$ cat src/rtl/hs_mem_sync_fifo.sv
// hs_mem_sync_fifo -- single-clock FIFO built around a simple dual-port RAM.
//
// Ports:
//   clk      rising-edge clock
//   rst      asynchronous active-high reset; stored items are discarded at once
//   s_data   write-side item        s_valid  item present     s_ready  can accept
//   m_data   read-side item (RAM rdata register)
//   m_valid  m_data holds an item   m_ready  consumer accepts m_data
//   count    occupancy: items in RAM plus the one held on m_data (0..DATA_DEPTH+1)
//
// The RAM's registered read port is the output holding stage. An item therefore
// lives either in the RAM (ram_cnt) or on m_data (m_valid), and reads are issued
// only when the holding stage is free or being emptied on this edge.

// Simple dual-port RAM: one write port, one registered read port.
// rdata keeps its value while ren=0, which is how m_data stays stable on stall.
module hs_mem_sdpram #(
    parameter type DATA_TYPE  = logic [7:0],
    parameter int  DATA_DEPTH = 16,
    parameter int  ADDR_WIDTH = $clog2(DATA_DEPTH)
) (
    input  logic                  clk,
    input  logic                  wen,
    input  logic [ADDR_WIDTH-1:0] waddr,
    input  DATA_TYPE              wdata,
    input  logic                  ren,
    input  logic [ADDR_WIDTH-1:0] raddr,
    output DATA_TYPE              rdata
);
    DATA_TYPE mem [DATA_DEPTH];

    always_ff @(posedge clk) begin
        if (wen)
            mem[waddr] <= wdata;
        if (ren)
            rdata <= mem[raddr];
    end
endmodule

module hs_mem_sync_fifo #(
    parameter type DATA_TYPE  = logic [7:0],
    parameter int  DATA_DEPTH = 16,
    localparam int ADDR_WIDTH = $clog2(DATA_DEPTH),
    localparam int CNT_WIDTH  = $clog2(DATA_DEPTH + 2)
) (
    input  logic                 clk,
    input  logic                 rst,
    input  DATA_TYPE             s_data,
    input  logic                 s_valid,
    output logic                 s_ready,
    output DATA_TYPE             m_data,
    output logic                 m_valid,
    input  logic                 m_ready,
    output logic [CNT_WIDTH-1:0] count
);
    generate
        if (DATA_DEPTH < 2 || DATA_DEPTH > 1048576 ||
            (DATA_DEPTH & (DATA_DEPTH - 1)) != 0) begin : g_bad_depth
            $error("hs_mem_sync_fifo: DATA_DEPTH must be a power of two in 2..1048576");
        end
    endgenerate

    typedef enum logic {EMPTY = 1'b0, VALID = 1'b1} state_t;

    state_t                state;
    logic [ADDR_WIDTH-1:0] wptr;
    logic [ADDR_WIDTH-1:0] rptr;
    logic [CNT_WIDTH-1:0]  ram_cnt;
    logic                  push;
    logic                  ren;

    // Full is judged on registered ram_cnt alone, so a pop in the same cycle
    // cannot open a slot until the next cycle.
    assign s_ready = (ram_cnt < CNT_WIDTH'(DATA_DEPTH));
    assign push    = s_valid & s_ready;
    // Refill the holding stage when it is empty or being consumed this edge.
    assign ren     = (ram_cnt != '0) & (~m_valid | m_ready);
    assign count   = ram_cnt + CNT_WIDTH'(m_valid);

    hs_mem_sdpram #(
        .DATA_TYPE  (DATA_TYPE),
        .DATA_DEPTH (DATA_DEPTH),
        .ADDR_WIDTH (ADDR_WIDTH)
    ) u_ram (
        .clk   (clk),
        .wen   (push),
        .waddr (wptr),
        .wdata (s_data),
        .ren   (ren),
        .raddr (rptr),
        .rdata (m_data)
    );

    // Pointers wrap naturally: DATA_DEPTH is a power of two.
    always_ff @(posedge clk or posedge rst) begin
        if (rst) begin
            wptr    <= '0;
            rptr    <= '0;
            ram_cnt <= '0;
        end else begin
            if (push)
                wptr <= wptr + ADDR_WIDTH'(1);
            if (ren)
                rptr <= rptr + ADDR_WIDTH'(1);
            case ({push, ren})
                2'b10:   ram_cnt <= ram_cnt + CNT_WIDTH'(1);
                2'b01:   ram_cnt <= ram_cnt - CNT_WIDTH'(1);
                default: ram_cnt <= ram_cnt;
            endcase
        end
    end

    // Output stage: VALID whenever rdata holds an item not yet accepted.
    always_ff @(posedge clk or posedge rst) begin
        if (rst) begin
            state   <= EMPTY;
            m_valid <= 1'b0;
        end else begin
            case (state)
                EMPTY: if (ren) begin
                    state   <= VALID;
                    m_valid <= 1'b1;
                end
                VALID: if (m_ready && !ren) begin
                    state   <= EMPTY;
                    m_valid <= 1'b0;
                end
                default: begin
                    state   <= EMPTY;
                    m_valid <= 1'b0;
                end
            endcase
        end
    end

`ifndef SYNTHESIS
    // ram_cnt==0 implies rptr==wptr with no read; ram_cnt==DATA_DEPTH implies
    // the same pointers with no write, so a collision means broken bookkeeping.
    a_no_rw_collision: assert property (@(posedge clk) disable iff (rst)
        !(push && ren && (wptr == rptr)));
`endif
endmodule

$ cat config.mk
export PLATFORM = sky130hd
export DESIGN_NAME = hs_mem_sync_fifo
export DESIGN_NICKNAME = d
export VERILOG_FILES = /design/src/rtl/hs_mem_sync_fifo.sv
export SDC_FILE = /design/constraint.sdc
export NUM_CORES = 1
export LEC_CHECK = 0
export ABC_AREA = 1
export CAP_MARGIN = 25
export CORE_MARGIN = 2
export CORE_UTILIZATION = 32
export DETAILED_ROUTE_END_ITERATION = 16
export GPL_TIMING_DRIVEN = 0
export SLEW_MARGIN = 10
export SYNTH_ARGS = -nofsm -noshare
export SYNTH_HDL_FRONTEND = slang
export SYNTH_HIERARCHICAL = 1
export SYNTH_SLANG_ARGS = --single-unit
$ cat constraint.sdc
create_clock -name clk -period 2.8 [get_ports clk]
set_input_delay 0.42 -clock clk [delete_from_list [all_inputs] [get_ports clk]]
set_output_delay 0.42 -clock clk [all_outputs]
set_load 0.01 [all_outputs]
==> impl_metrics.yaml, run 1 <==
synthesis:
  ys_ff_latch: 151
  synth.net_count: 678
  avgSynthCellArea_um2: 10.25
  ys_warn_count: 6
  syn_inst: 658
  yosysSeqAreaShare: 0.6612
  synth_cell_types: 23
  synth_area_um2: 6744
floorplanning:
  core_area_um2: 20820
  core.rowCount: 53
  num_io_pins: 27
  start_util: 0.3239
  die_x_um: 149.2
  die_h_um: 149.2
  dieArea_um2: 22250
clock_tree:
  post_cts_buffers: 0
  cts_sinks: 151
  htree_levels: 4
  cts_buffer_depth: 2
  hold_buffers: 0
  tritoncts: "yes"
  cts_buffers: 17
  cts.clk_slew.worst_paths_ps: 60
  cts_resized: 0
  cts-root-buf: "clkbuf_16"
  clock_latency_ps: 420
power_and_ir_drop:
  leakage_nw: 3.386
  p_sw_mw: 2.968
  clkPwrFrac: 0.268
  ir_drop_uv: 639.8
  p_int_mw: 5.185
  combPwrFrac: 0.365
  p_sw_frac: 0.3640
  powerDensity_nw_per_um2: 1028
  seqPwrFrac: 0.367
global_routing:
  grt_max_degree: 17
  grtUsageTotal: 0.1495
  grt_pass1_vias: 4354
  grt_pass1_wl_um: 24260
  overflow: 0
  gr-usage-met1: 0.2037
  antenna_found_initial: 0
  top_usage_layer: "met2"
  use_met3: 0.03486
  met2_usage: 0.2373
setup_path:
  end_kind: "output pin"
  r2r_slack_ps: 390
  crit_type: "reg2out"
  critPathMostFrequentCell: "ha_1"
  crit_path_start_kind: "register"
  critPathRequiredTime_ps: 2380
  cp_max_fo: 5
  cp_slowest_cell: "clkdlybuf4s50_1"
  rr_startpoint: "ram_cnt[1]"
  crit_family: "buffers and inverters"
  r2r-end: "ram_cnt[4]"
  critPathBufInv: 1
  cpPeakStageDelay_ps: 550
  cp_cell_sequence: "ha_1 > ha_1 > nand3_1 > xor2_1 > clkdlybuf4s50_1"
  worstPathArrival_ps: 2090
  reg2regPathDepth: 16
detailed_routing:
  drc: 0
  drt_iter0_drc: 334
  totalWireLength_um: 15900
  wire_per_inst_um: 16.01
  drt-pass1-iter-count: 5
  ant_nets: 0
  viasPerCell: 4.556
  num_vias: 4524
sta:
  finalCritPeriodShare: 0.8958
  setup_viol: 0
  max_freq_mhz: 398.7
  fin_crit_ps: 2508
  setup_ws_ps: 291.7
  tns_ps: 0
  clock_skew_ps: 10.49
  rsz0062_at_grt: "no"
  hold_violations: 0
  drv_slew: 0
  maxSlewHeadroom: 0.3013
  worst_slew_pin_slew_ps: 1044
place:
  gp_congestion: 0.8167
  port_buffers: 26
  detailed_place_hpwl_um: 10330
  placed_area_um2: 7360
  pre_cts_ws_ps: 41.74
final_layout:
  nets: 725
  multi_input_area_um2: 1679
  layout-drive-gt1-share: 0.08774
  n_antenna_cell: 0
  seq_area_um2: 4459
  fin_area_um2: 7933
  fillers: 2048
  area_delta_synth_final_pct: 17.63
flow_run:
  cap_violations: 0
outcome:
  run_status: "finished, final reports clean"
hold_path:
  hold_path_class: "in2async"
[Yosys cell counts, drive strengths merged]
| master | n | share of area |
|---|---|---|
| nand3b | 3 | 0.0033 |
| nand2 | 208 | 0.12 |
| ha | 8 | 0.015 |
| nand4 | 1 | 0.00093 |
| inv | 117 | 0.065 |
| edfxtp | 136 | 0.61 |
| xnor2 | 6 | 0.0078 |
| xor2 | 5 | 0.0065 |
| o21ai | 6 | 0.0050 |
| a21oi | 1 | 0.00074 |
| nor2 | 21 | 0.012 |
| buf | 24 | 0.025 |
| nand3 | 106 | 0.080 |
| dfrtp | 15 | 0.056 |
| o21bai | 1 | 0.0011 |
[layout make-up]
cell class / count / share of cell area
timing repair buffer: 28 / 0.03517
sequential: 151 / 0.5621
buffer: 24 / 0.02098
tap: 275 / 0.04338
clock inverter: 13 / 0.01672
clock buffer: 19 / 0.05457
inverter: 117 / 0.05536
multi-input combinational: 366 / 0.2117
[kinds of logic (layout without fill, tap and decap cells)]
logic type      Yosys count  count (layout)  share of synthesized area
xor+xnor                 11              11                    0.01429
buf+inv                 141             201                    0.08979
compound gates            8               8                   0.006864
fa+ha+maj                 8               8                    0.01484
simple gates            339             339                     0.2130
flops                   151             151                     0.6612
[power by group through the flow]
| stage | Sequential [mW] | Combinational, mW | Clock (mW) |
|---|---|---|---|
| 2_1_floorplan | 3.03 | 1.87 | 0 |
| 3_3_place_gp | 3.04 | 2.91 | 0 |
| 3_5_place_dp | 3.04 | 2.93 | 0 |
| 4_1_cts | 3.00 | 2.96 | 2.21 |
| 5_1_grt | 3.03 | 3.28 | 2.31 |
| 6_report | 2.99 | 2.97 | 2.19 |
[metal layers]
metal  share of wire  vias to the layer above
met5               0                        -
met4           0.016                        0
met3           0.058                       17
met2            0.46                      144
met1            0.46                     2152
li1                -                     2211
[cells in the final DEF, fill, tap and decap left out, types with 4 or more instances in the layout]
master / synthesis / routed
buf_2: 13 / 13
buf_4: 4 / 5
buf_6: 6 / 7
clkbuf_16: 0 / 17
clkdlybuf4s50_1: 0 / 26
clkinvlp_4: 0 / 4
dfrtp_1: 15 / 15
edfxtp_1: 136 / 136
ha_1: 8 / 8
inv_1: 112 / 112
inv_2: 5 / 5
nand2_1: 206 / 206
nand3_1: 104 / 104
nor2_1: 20 / 20
o21ai_0: 5 / 5
xnor2_1: 6 / 6
xor2_1: 5 / 5
[how the worst max path moves through the flow]
stage	from	slack (ps)	endpoint	cells after the start
6_report	ram_cnt[0]	290	count[4]	5
5_1_grt	ram_cnt[1]	160	ram_cnt[4]	16
4_1_cts	ram_cnt[0]	270	count[4]	5
3_5_place_dp	m_ready	40	ram_cnt[4]	15
3_3_place_gp	m_ready	80	ram_cnt[4]	15
2_1_floorplan	ram_cnt[4]	730	ram_cnt[4]	16
[registers in the layout, summed over array words and instances, names as in the netlist]
| signal | flops |
|---|---|
| wptr | 4 |
| ram_cnt | 5 |
| u_ram/rdata | 8 |
| rptr | 4 |
| m_valid | 1 |
| state | 1 |
| u_ram/mem | 128 |
[metrics by stage]
stage,hold slack (ps),util,power (mW),instances
3_5_place_dp,512.9,0.3534,5.971,960
5_1_grt,458.3,0.3810,8.617,993
4_1_cts,395.3,0.3806,8.159,992
6_report,357.6,0.3810,8.152,993
3_3_place_gp,515.6,0.3529,5.949,959
2_1_floorplan,321.5,-,4.908,658
(Power assumes the default switching activity.)
==> inputs of run 2 (changes only) <==
--- a/config.mk
+++ b/config.mk
@@ -11,6 +11,7 @@
 export CORE_UTILIZATION = 32
 export DETAILED_ROUTE_END_ITERATION = 16
 export GPL_TIMING_DRIVEN = 0
+export SKIP_LAST_GASP = 1
 export SLEW_MARGIN = 10
 export SYNTH_ARGS = -nofsm -noshare
 export SYNTH_HDL_FRONTEND = slang
==> constraint.sdc (replaced) <==
create_clock -name clk -period 2.8 [get_ports clk]
set_input_delay 0.42 -clock clk [delete_from_list [all_inputs] [get_ports clk]]
set_output_delay 0.42 -clock clk [all_outputs]
set_load 0.02 [all_outputs]
==> results of run 2 <==
The final DEF is identical to that of run 1. Status: finished, final reports clean.
Main changes from that run: setup slack after layout 291.7 ps -> 223.8 ps; total power 8.152 mW -> 8.253 mW; worst IR drop on VDD 639.8 uV -> 743.0 uV
